`src/rtl/awg_uart_cmd_engine_if.sv`:
```
// Stream and memory bundle for the AWG UART command engine.
//   rx_*  : byte stream from the UART receiver (engine consumes)
//   tx_*  : byte stream to the UART transmitter (engine produces)
//   mem_* : waveform sample RAM port (engine drives address/write side)
// Modport master is the engine side; modport slave is the UART/RAM side.
interface awg_uart_cmd_engine_if #(
  parameter int ADDR_W = 12
);
  logic [7:0]        rx_data;
  logic              rx_error;
  logic              rx_valid;
  logic              rx_ready;
  logic [7:0]        tx_data;
  logic              tx_error;
  logic              tx_valid;
  logic              tx_ready;
  logic              mem_we;
  logic [ADDR_W-1:0] mem_addr;
  logic [7:0]        mem_wdata;
  logic [7:0]        mem_rdata;

  modport master (
    input  rx_data, rx_error, rx_valid, tx_ready, mem_rdata,
    output rx_ready, tx_data, tx_error, tx_valid, mem_we, mem_addr, mem_wdata
  );

  modport slave (
    output rx_data, rx_error, rx_valid, tx_ready, mem_rdata,
    input  rx_ready, tx_data, tx_error, tx_valid, mem_we, mem_addr, mem_wdata
  );
endinterface

```
`src/rtl/awg_uart_cmd_engine.sv`:
```
// AWG UART command engine: parses framed host commands
// (SOF, CMD, ADDR_H, ADDR_L, LEN, payload, CSUM) from the rx byte stream,
// writes/reads the 8-bit waveform RAM and answers ACK/NAK (+ read data)
// on the tx byte stream.
// Ports:
//   clk, reset : clock, asynchronous active-high reset
//   bus        : rx/tx byte streams and waveform RAM port (master side)
//   busy       : high whenever the engine is not in IDLE
//   err_count  : saturating count of NAKs sent, rx errors and timeouts
module awg_uart_cmd_engine #(
  parameter int          ADDR_W      = 12,
  parameter logic [7:0]  SOF_BYTE    = 8'hA5,
  parameter int          TIMEOUT_CYC = 5_000_000
) (
  input  logic                  clk,
  input  logic                  reset,
  awg_uart_cmd_engine_if.master bus,
  output logic                  busy,
  output logic [7:0]            err_count
);

  localparam logic [7:0] CMD_WR = 8'h01;
  localparam logic [7:0] CMD_RD = 8'h02;
  localparam logic [7:0] ACK    = 8'h06;
  localparam logic [7:0] NAK    = 8'h15;
  localparam int         TMO_W  = $clog2(TIMEOUT_CYC + 1);

  typedef enum logic [3:0] {
    S_IDLE, S_CMD, S_ADDR_H, S_ADDR_L, S_LEN, S_PAYLOAD, S_CSUM,
    S_RESP, S_RD_ADDR, S_RD_WAIT, S_RD_SEND
  } state_t;

  state_t            state, state_nx;
  logic [7:0]        cmd;
  logic [7:0]        addr_h;
  logic [7:0]        csum;
  logic [8:0]        cnt;
  logic              rd_pend;
  logic [ADDR_W-1:0] addr;
  logic [TMO_W-1:0]  tmo;
  logic [7:0]        tx_data;
  logic              mem_we;
  logic [ADDR_W-1:0] mem_addr;
  logic [7:0]        mem_wdata;
  logic [7:0]        resp_byte;

  logic in_frame, rx_fire, rx_good, rx_bad, tx_fire, tmo_hit, csum_ok, nak_sent;

  function automatic logic [7:0] sat_inc(input logic [7:0] v);
    return (v == 8'hFF) ? v : v + 8'd1;
  endfunction

  assign in_frame = (state == S_CMD) || (state == S_ADDR_H) || (state == S_ADDR_L) ||
                    (state == S_LEN) || (state == S_PAYLOAD) || (state == S_CSUM);

  // rx_ready is gated by reset so it reads 0 while reset is held.
  assign bus.rx_ready  = (in_frame || (state == S_IDLE)) && !reset;
  assign bus.tx_valid  = (state == S_RESP) || (state == S_RD_SEND);
  assign bus.tx_data   = tx_data;
  assign bus.tx_error  = 1'b0;
  assign bus.mem_we    = mem_we;
  assign bus.mem_addr  = mem_addr;
  assign bus.mem_wdata = mem_wdata;
  assign busy          = (state != S_IDLE);

  assign rx_fire  = bus.rx_valid && bus.rx_ready;
  assign rx_good  = rx_fire && !bus.rx_error;
  assign rx_bad   = rx_fire && bus.rx_error;
  assign tx_fire  = bus.tx_valid && bus.tx_ready;
  assign tmo_hit  = in_frame && !rx_fire && (tmo == TMO_W'(TIMEOUT_CYC - 1));
  assign csum_ok  = (bus.rx_data == csum);
  assign nak_sent = (state == S_RESP) && tx_fire && (tx_data == NAK);

  always_comb begin
    resp_byte = NAK;
    if ((cmd == CMD_WR) || (cmd == CMD_RD))
      resp_byte = csum_ok ? ACK : NAK;
  end

  always_ff @(posedge clk or posedge reset) begin
    if (reset) state <= S_IDLE;
    else       state <= state_nx;
  end

  always_comb begin
    state_nx = state;
    if (rx_bad || tmo_hit) begin
      state_nx = S_IDLE;
    end else begin
      case (state)
        S_IDLE:    if (rx_good && (bus.rx_data == SOF_BYTE)) state_nx = S_CMD;
        S_CMD:     if (rx_good) state_nx = S_ADDR_H;
        S_ADDR_H:  if (rx_good) state_nx = S_ADDR_L;
        S_ADDR_L:  if (rx_good) state_nx = S_LEN;
        S_LEN:     if (rx_good) state_nx = (cmd == CMD_WR) ? S_PAYLOAD : S_CSUM;
        S_PAYLOAD: if (rx_good && (cnt == 9'd1)) state_nx = S_CSUM;
        S_CSUM:    if (rx_good) state_nx = S_RESP;
        S_RESP:    if (tx_fire) state_nx = rd_pend ? S_RD_ADDR : S_IDLE;
        S_RD_ADDR: state_nx = S_RD_WAIT;
        S_RD_WAIT: state_nx = S_RD_SEND;
        S_RD_SEND: if (tx_fire) state_nx = (cnt == 9'd1) ? S_IDLE : S_RD_ADDR;
        default:   state_nx = S_IDLE;
      endcase
    end
  end

  always_ff @(posedge clk or posedge reset) begin
    if (reset) begin
      cmd       <= '0;
      addr_h    <= '0;
      csum      <= '0;
      cnt       <= '0;
      rd_pend   <= 1'b0;
      addr      <= '0;
      tmo       <= '0;
      tx_data   <= '0;
      mem_we    <= 1'b0;
      mem_addr  <= '0;
      mem_wdata <= '0;
      err_count <= '0;
    end else begin
      mem_we <= 1'b0;
      // Inter-byte timer only runs while a frame is being received.
      tmo <= (in_frame && !rx_fire && !tmo_hit) ? tmo + 1'b1 : '0;

      if (rx_bad || tmo_hit || nak_sent)
        err_count <= sat_inc(err_count);

      if (rx_good) begin
        case (state)
          S_CMD: begin
            cmd     <= bus.rx_data;
            csum    <= bus.rx_data;
            rd_pend <= 1'b0;
          end
          S_ADDR_H: begin
            addr_h <= bus.rx_data;
            csum   <= csum ^ bus.rx_data;
          end
          S_ADDR_L: begin
            addr <= ADDR_W'({addr_h, bus.rx_data});
            csum <= csum ^ bus.rx_data;
          end
          S_LEN: begin
            cnt  <= (bus.rx_data == 8'd0) ? 9'd256 : {1'b0, bus.rx_data};
            csum <= csum ^ bus.rx_data;
          end
          S_PAYLOAD: begin
            // Writes commit as they arrive, independent of the final CSUM.
            mem_we    <= 1'b1;
            mem_addr  <= addr;
            mem_wdata <= bus.rx_data;
            addr      <= addr + 1'b1;
            cnt       <= cnt - 9'd1;
            csum      <= csum ^ bus.rx_data;
          end
          S_CSUM: begin
            tx_data <= resp_byte;
            rd_pend <= (cmd == CMD_RD) && csum_ok;
          end
          default: ;
        endcase
      end

      // mem_addr is set on entry to RD_ADDR so rdata is valid in RD_WAIT.
      if ((state == S_RESP) && tx_fire && rd_pend)
        mem_addr <= addr;
      if (state == S_RD_WAIT)
        tx_data <= bus.mem_rdata;
      if ((state == S_RD_SEND) && tx_fire && (cnt != 9'd1)) begin
        addr     <= addr + 1'b1;
        mem_addr <= addr + 1'b1;
        cnt      <= cnt - 9'd1;
      end
    end
  end

endmodule

```
`src/flat_wrapper.sv`:
```
// flat-port wrapper written by rule: the top's interface ports become plain ports
module awg_uart_cmd_engine_flat 
#(
  parameter int          ADDR_W      = 12,
  parameter logic [7:0]  SOF_BYTE    = 8'hA5,
  parameter int          TIMEOUT_CYC = 5_000_000
)
  (clk, reset, busy, err_count, bus_rx_data, bus_rx_error, bus_rx_valid, bus_tx_ready, bus_mem_rdata, bus_rx_ready, bus_tx_data, bus_tx_error, bus_tx_valid, bus_mem_we, bus_mem_addr, bus_mem_wdata);
  awg_uart_cmd_engine_if #(.ADDR_W(ADDR_W)) bus_i ();
  input  logic clk;
  input  logic reset;
  output logic busy;
  output logic [7:0] err_count;
  input wire logic [$bits(bus_i.rx_data)-1:0] bus_rx_data;
  input wire logic [$bits(bus_i.rx_error)-1:0] bus_rx_error;
  input wire logic [$bits(bus_i.rx_valid)-1:0] bus_rx_valid;
  input wire logic [$bits(bus_i.tx_ready)-1:0] bus_tx_ready;
  input wire logic [$bits(bus_i.mem_rdata)-1:0] bus_mem_rdata;
  output wire logic [$bits(bus_i.rx_ready)-1:0] bus_rx_ready;
  output wire logic [$bits(bus_i.tx_data)-1:0] bus_tx_data;
  output wire logic [$bits(bus_i.tx_error)-1:0] bus_tx_error;
  output wire logic [$bits(bus_i.tx_valid)-1:0] bus_tx_valid;
  output wire logic [$bits(bus_i.mem_we)-1:0] bus_mem_we;
  output wire logic [$bits(bus_i.mem_addr)-1:0] bus_mem_addr;
  output wire logic [$bits(bus_i.mem_wdata)-1:0] bus_mem_wdata;
  assign bus_i.rx_data = bus_rx_data;
  assign bus_i.rx_error = bus_rx_error;
  assign bus_i.rx_valid = bus_rx_valid;
  assign bus_i.tx_ready = bus_tx_ready;
  assign bus_i.mem_rdata = bus_mem_rdata;
  assign bus_rx_ready = bus_i.rx_ready;
  assign bus_tx_data = bus_i.tx_data;
  assign bus_tx_error = bus_i.tx_error;
  assign bus_tx_valid = bus_i.tx_valid;
  assign bus_mem_we = bus_i.mem_we;
  assign bus_mem_addr = bus_i.mem_addr;
  assign bus_mem_wdata = bus_i.mem_wdata;
  awg_uart_cmd_engine #(.ADDR_W(ADDR_W), .SOF_BYTE(SOF_BYTE), .TIMEOUT_CYC(TIMEOUT_CYC)) u_core (.clk(clk), .reset(reset), .bus(bus_i), .busy(busy), .err_count(err_count));
endmodule
```
`config.mk`:
```
export PLATFORM = sky130hd
export DESIGN_NAME = awg_uart_cmd_engine_flat
export DESIGN_NICKNAME = d
export VERILOG_FILES = /design/src/rtl/awg_uart_cmd_engine_if.sv /design/src/rtl/awg_uart_cmd_engine.sv /design/src/flat_wrapper.sv
export SDC_FILE = /design/constraint.sdc
export NUM_CORES = 1
export LEC_CHECK = 0
export CAP_MARGIN = 20
export CELL_PAD_IN_SITES_DETAIL_PLACEMENT = 0
export CELL_PAD_IN_SITES_GLOBAL_PLACEMENT = 1
export CORE_MARGIN = 2
export CORE_UTILIZATION = 44
export CTS_CLUSTER_DIAMETER = 80
export CTS_CLUSTER_SIZE = 40
export DETAILED_ROUTE_END_ITERATION = 8
export GPL_ROUTABILITY_DRIVEN = 0
export GPL_TIMING_DRIVEN = 0
export HOLD_SLACK_MARGIN = 0.15
export MAX_ROUTING_LAYER = met4
export PLACE_DENSITY_LB_ADDON = 0.1
export SLEW_MARGIN = 20
export SYNTH_ARGS = -nofsm -noshare
export SYNTH_HDL_FRONTEND = slang
export SYNTH_SLANG_ARGS = --single-unit
```
`constraint.sdc`:
```
create_clock -name clk -period 4.2 [get_ports clk]
set_clock_uncertainty 0.15 [all_clocks]
set_input_delay 0.42 -clock clk [delete_from_list [all_inputs] [get_ports clk]]
set_output_delay 0.42 -clock clk [all_outputs]
set_load 0.05 [all_outputs]
```
==> impl_table.tex <==
\begin{tabular}{lr}
\hline
Metric & Value \\
\hline
\multicolumn{2}{l}{\textbf{Synthesis}} \\
Synthesized area & 5670 um\^{}2 \\
Cell type with the highest aggregate area in the netlist & sky130\_fd\_sc\_hd\_\_dfrtp\_1 \\
Flip-flop and latch count after synthesis & 106 \\
Most common cell in the netlist & sky130\_fd\_sc\_hd\_\_dfrtp\_1 \\
Post-Synthesis Mean Instance Area & 9.49 um\^{}2 \\
Post-Syn Nets & 623 \\
Ranking of synthesized cells by area & sky130\_fd\_sc\_hd\_\_dfrtp\_1 47\%, sky130\_fd\_sc\_hd\_\_xor2\_1 5.3\%, sky130\_fd\_sc\_hd\_\_mux2\_2 4.4\% \\
Count of yosys warnings during synthesis & 0 \\
Number of enable-type register cells in the synthesized netlist & 0 \\
Fraction of synthesized cell area taken by the top area cell type & 46.8\% \\
Dominant register cell in the synthesized netlist & sky130\_fd\_sc\_hd\_\_dfrtp\_1 \\
Most numerous cell types in the synthesized netlist & 106 x sky130\_fd\_sc\_hd\_\_dfrtp\_1, 63 x sky130\_fd\_sc\_hd\_\_nand2\_1, 62 x sky130\_fd\_sc\_hd\_\_nor2\_1, 43 x sky130\_fd\_sc\_hd\_\_o21ai\_0, 37 x sky130\_fd\_sc\_hd\_\_a21oi\_1 \\
Post-Synthesis Cells & 597 \\
Cell variety after synth & 65 \\
Proportion of synthesized chip area in sequential cells & 46.8\% \\
Fraction of registers with async set/reset & 100\% \\
\multicolumn{2}{l}{\textbf{Floorplan}} \\
Area inside the core boundary & 12600 um\^{}2 \\
Die Footprint & 13800 um\^{}2 \\
Starting density of the core & 44.9\% \\
Width of the die & 117 um \\
\# IOs & 62 \\
Die height & 117 um \\
Row cnt & 41 \\
\multicolumn{2}{l}{\textbf{Timing}} \\
Hold Vio Cnt, Final & 0 \\
Setup repair after global routing missed its margin & no \\
Worst Max-Slew Pin Slew & 811 ps \\
Worst slew margin & 45.7\% \\
Period Utilization, post-route & 70.2\% \\
Minimum clock period & 2950 ps \\
Setup ws final & 1250 ps \\
Final setup viols & 0 \\
Max-slew violation count & 0 \\
Post-route setup TNS & 0 ps \\
Fmax & 339 MHz \\
\multicolumn{2}{l}{\textbf{Global routing}} \\
Global-route wire length before repair & 22700 um \\
Via count of the first global-routing pass & 4323 \\
Maximum number of pins on one net before global-route repair & 63 \\
Global route total overflow & 0 \\
Number of antenna violations at the first check in global routing & 0 \\
GR Util All Layers & 21.0\% \\
\multicolumn{2}{l}{\textbf{Clock tree}} \\
Post-CTS setup repair buffer count & 0 \\
TritonCTS clock tree & yes \\
Clock Tree Buf Depth & 2 \\
Number of gates resized after CTS & 0 \\
Root Buffer & sky130\_fd\_sc\_hd\_\_clkbuf\_16 \\
Clock Sinks & 106 \\
CTS H-tree lvls & 3 \\
Worst-skew pair later-pin latency & 350 ps \\
Clock-pin slew of the registers on the worst-case setup and hold paths & 70 ps \\
Number of hold-repair buffers added at the cts stage & 0 \\
CTS Buf Count & 9 \\
\multicolumn{2}{l}{\textbf{Hold path}} \\
Worst hold path type & in -> reg \\
Hold\_sp & bus\_rx\_data[1] \\
\multicolumn{2}{l}{\textbf{Setup path}} \\
CP required & 3630 ps \\
Type of the worst setup path & reg -> out \\
Cell at the slowest stage of the critical path & sky130\_fd\_sc\_hd\_\_clkdlybuf4s50\_1 \\
Crit path DAT & 2380 ps \\
Endpoint class of the critical path & output port \\
Largest stage delay on the critical path & 800 ps \\
Worst flop-to-flop path startpoint & u\_core.state[2] \\
Cell breakdown of the critical path & buf\_2 > nor2b\_1 > a22oi\_1 > inv\_1 > clkdlybuf4s50\_1 \\
Category of the worst setup path launch point & flip-flop \\
Timing startpoint of the critical path & u\_core.state[2] \\
Max Fanout on Critical Path & 9 \\
\multicolumn{2}{l}{\textbf{Cells and area}} \\
Antenna diode instance count & 0 \\
Filler Cell Count & 1189 \\
Fraction of the core area covered by cells at the end of the flow & 53.7\% \\
Layout-stage area growth over the synthesis result & 19.6\% \\
Post-Layout Cell Count & 840 \\
Total Nets Final & 689 \\
Fraction of final layout cells sized beyond drive strength 1 & 12.0\% \\
\multicolumn{2}{l}{\textbf{Drt}} \\
Count of antenna-violating nets left after detailed routing & 0 \\
Via/cell ratio & 5.50 \\
Drt first pass iters & 5 \\
Routed wire per std cell & 16.1 um \\
Via count & 4620 \\
DRC violation total after the first TritonRoute iteration & 363 \\
DRC viols & 0 \\
Post-Route WL & 13500 um \\
\multicolumn{2}{l}{\textbf{Run status}} \\
Status & finished clean \\
\multicolumn{2}{l}{\textbf{Placement}} \\
Port-buffer cells & 54 \\
Post-detail-place hpwl & 9390 um \\
Worst setup slack before clock tree synthesis & 1100 ps \\
Number of placed cells counting well taps & 824 \\
\multicolumn{2}{l}{\textbf{Run}} \\
Reported max-cap violation count & 0 \\
\multicolumn{2}{l}{\textbf{Power and ir drop}} \\
Static leakage power & 2.91 nW \\
Power density over the cells & 534 nW/um\^{}2 \\
Total power of the final layout & 3.62 mW \\
Worst supply voltage drop on vdd & 0.382 mV \\
\hline
\end{tabular}
[per-stage QoR]
step	hold slack [ps]	instance area [um^2]
5_1_grt	325	6780
4_1_cts	313	6780
6_report	320	6780
3_5_place_dp	322	6460
3_3_place_gp	313	6420
2_1_floorplan	300	5670
[state kept, by name (all words and copies together), names as in the netlist]
name,cells
u_core.bus.tx_data,8
u_core.addr,12
u_core.tmo,23
u_core.state,4
u_core.bus.mem_wdata,8
u_core.bus.mem_addr,12
u_core.err_count,8
u_core.cmd,8
u_core.csum,8
u_core.rd_pend,1
u_core.bus.mem_we,1
u_core.cnt,9
u_core.addr_h,4
[area by class of cell]
type | count | area [um^2] | area share [%]
multi-input cells | 447 | 2810 | 41.5
flip-flops and latches | 106 | 2650 | 39.1
repair buffers | 55 | 568 | 8.38
clock buffers | 12 | 267 | 3.93
well taps | 172 | 215 | 3.17
plain buffers | 33 | 161 | 2.38
clock inverters | 4 | 56.3 | 0.831
inverters | 11 | 46.3 | 0.683
[routing by layer]
layer | global-route usage (%) | wire length, um | vias up
met4 | 4.67 | 79 | 0
met1 | 29.9 | 6870 | 2257
met3 | 5.23 | 552 | 6
met2 | 30.5 | 6030 | 99
met5 | - | 0 | -
li1 | - | - | 2258
[path summary, 6_finish.rpt]
check	to	slack (ps)	cells past startpoint
worst min register to register	u_core.bus.mem_addr[7]	330	2
worst max-delay path	bus_tx_valid	1250	5
worst min-delay path	u_core.addr[1]	320	3
min in group asynchronous	u_core.state[3]	450	2
worst max register to register	u_core.addr[1]	1590	6
max in group asynchronous	u_core.state[1]	2810	3
[cell families after synthesis]
group                      count (synthesis)  synth area share (%)
and+or+nand+nor                          239                  21.5
AOI/OAI and AO/OA                        131                  14.9
DFF                                      106                  46.8
xor gates and xnor gates                  48                  7.42
buffers and inverters                     44                  3.58
muxes                                     23                  4.55
adders and majority gates                  5                  1.10
other                                      1                0.0662
[worst max-delay path, delay by kind of cell (launching register included)]
family                 cells  cell delay [ps]
flip-flops                 1              370
buffers and inverters      3             1080
AO/OA/AOI/OAI              1              210
AND/OR/NAND/NOR            1              370
[report_power, final]
group	switching [mW]	internal (mW)
combinational	0.824	0.488
sequential	0.188	1.21
clock	0.391	0.517
total	1.40	2.22
[cell usage in the layout, fill, tap and decap left out, types with 12 or more instances in the layout]
cell                              instances
sky130_fd_sc_hd__o21ai_0                 43
sky130_fd_sc_hd__dfrtp_1                106
sky130_fd_sc_hd__nor2_1                  62
sky130_fd_sc_hd__nand2_1                 63
sky130_fd_sc_hd__a21oi_1                 37
sky130_fd_sc_hd__mux2_2                  22
sky130_fd_sc_hd__nor3_1                  12
sky130_fd_sc_hd__clkbuf_1                15
sky130_fd_sc_hd__nand4_1                 13
sky130_fd_sc_hd__clkdlybuf4s50_1         54
sky130_fd_sc_hd__buf_2                   13
sky130_fd_sc_hd__xor2_1                  34
sky130_fd_sc_hd__xnor2_1                 14
sky130_fd_sc_hd__nand3_1                 28
Note: power is estimated with default switching activity, not from simulation.
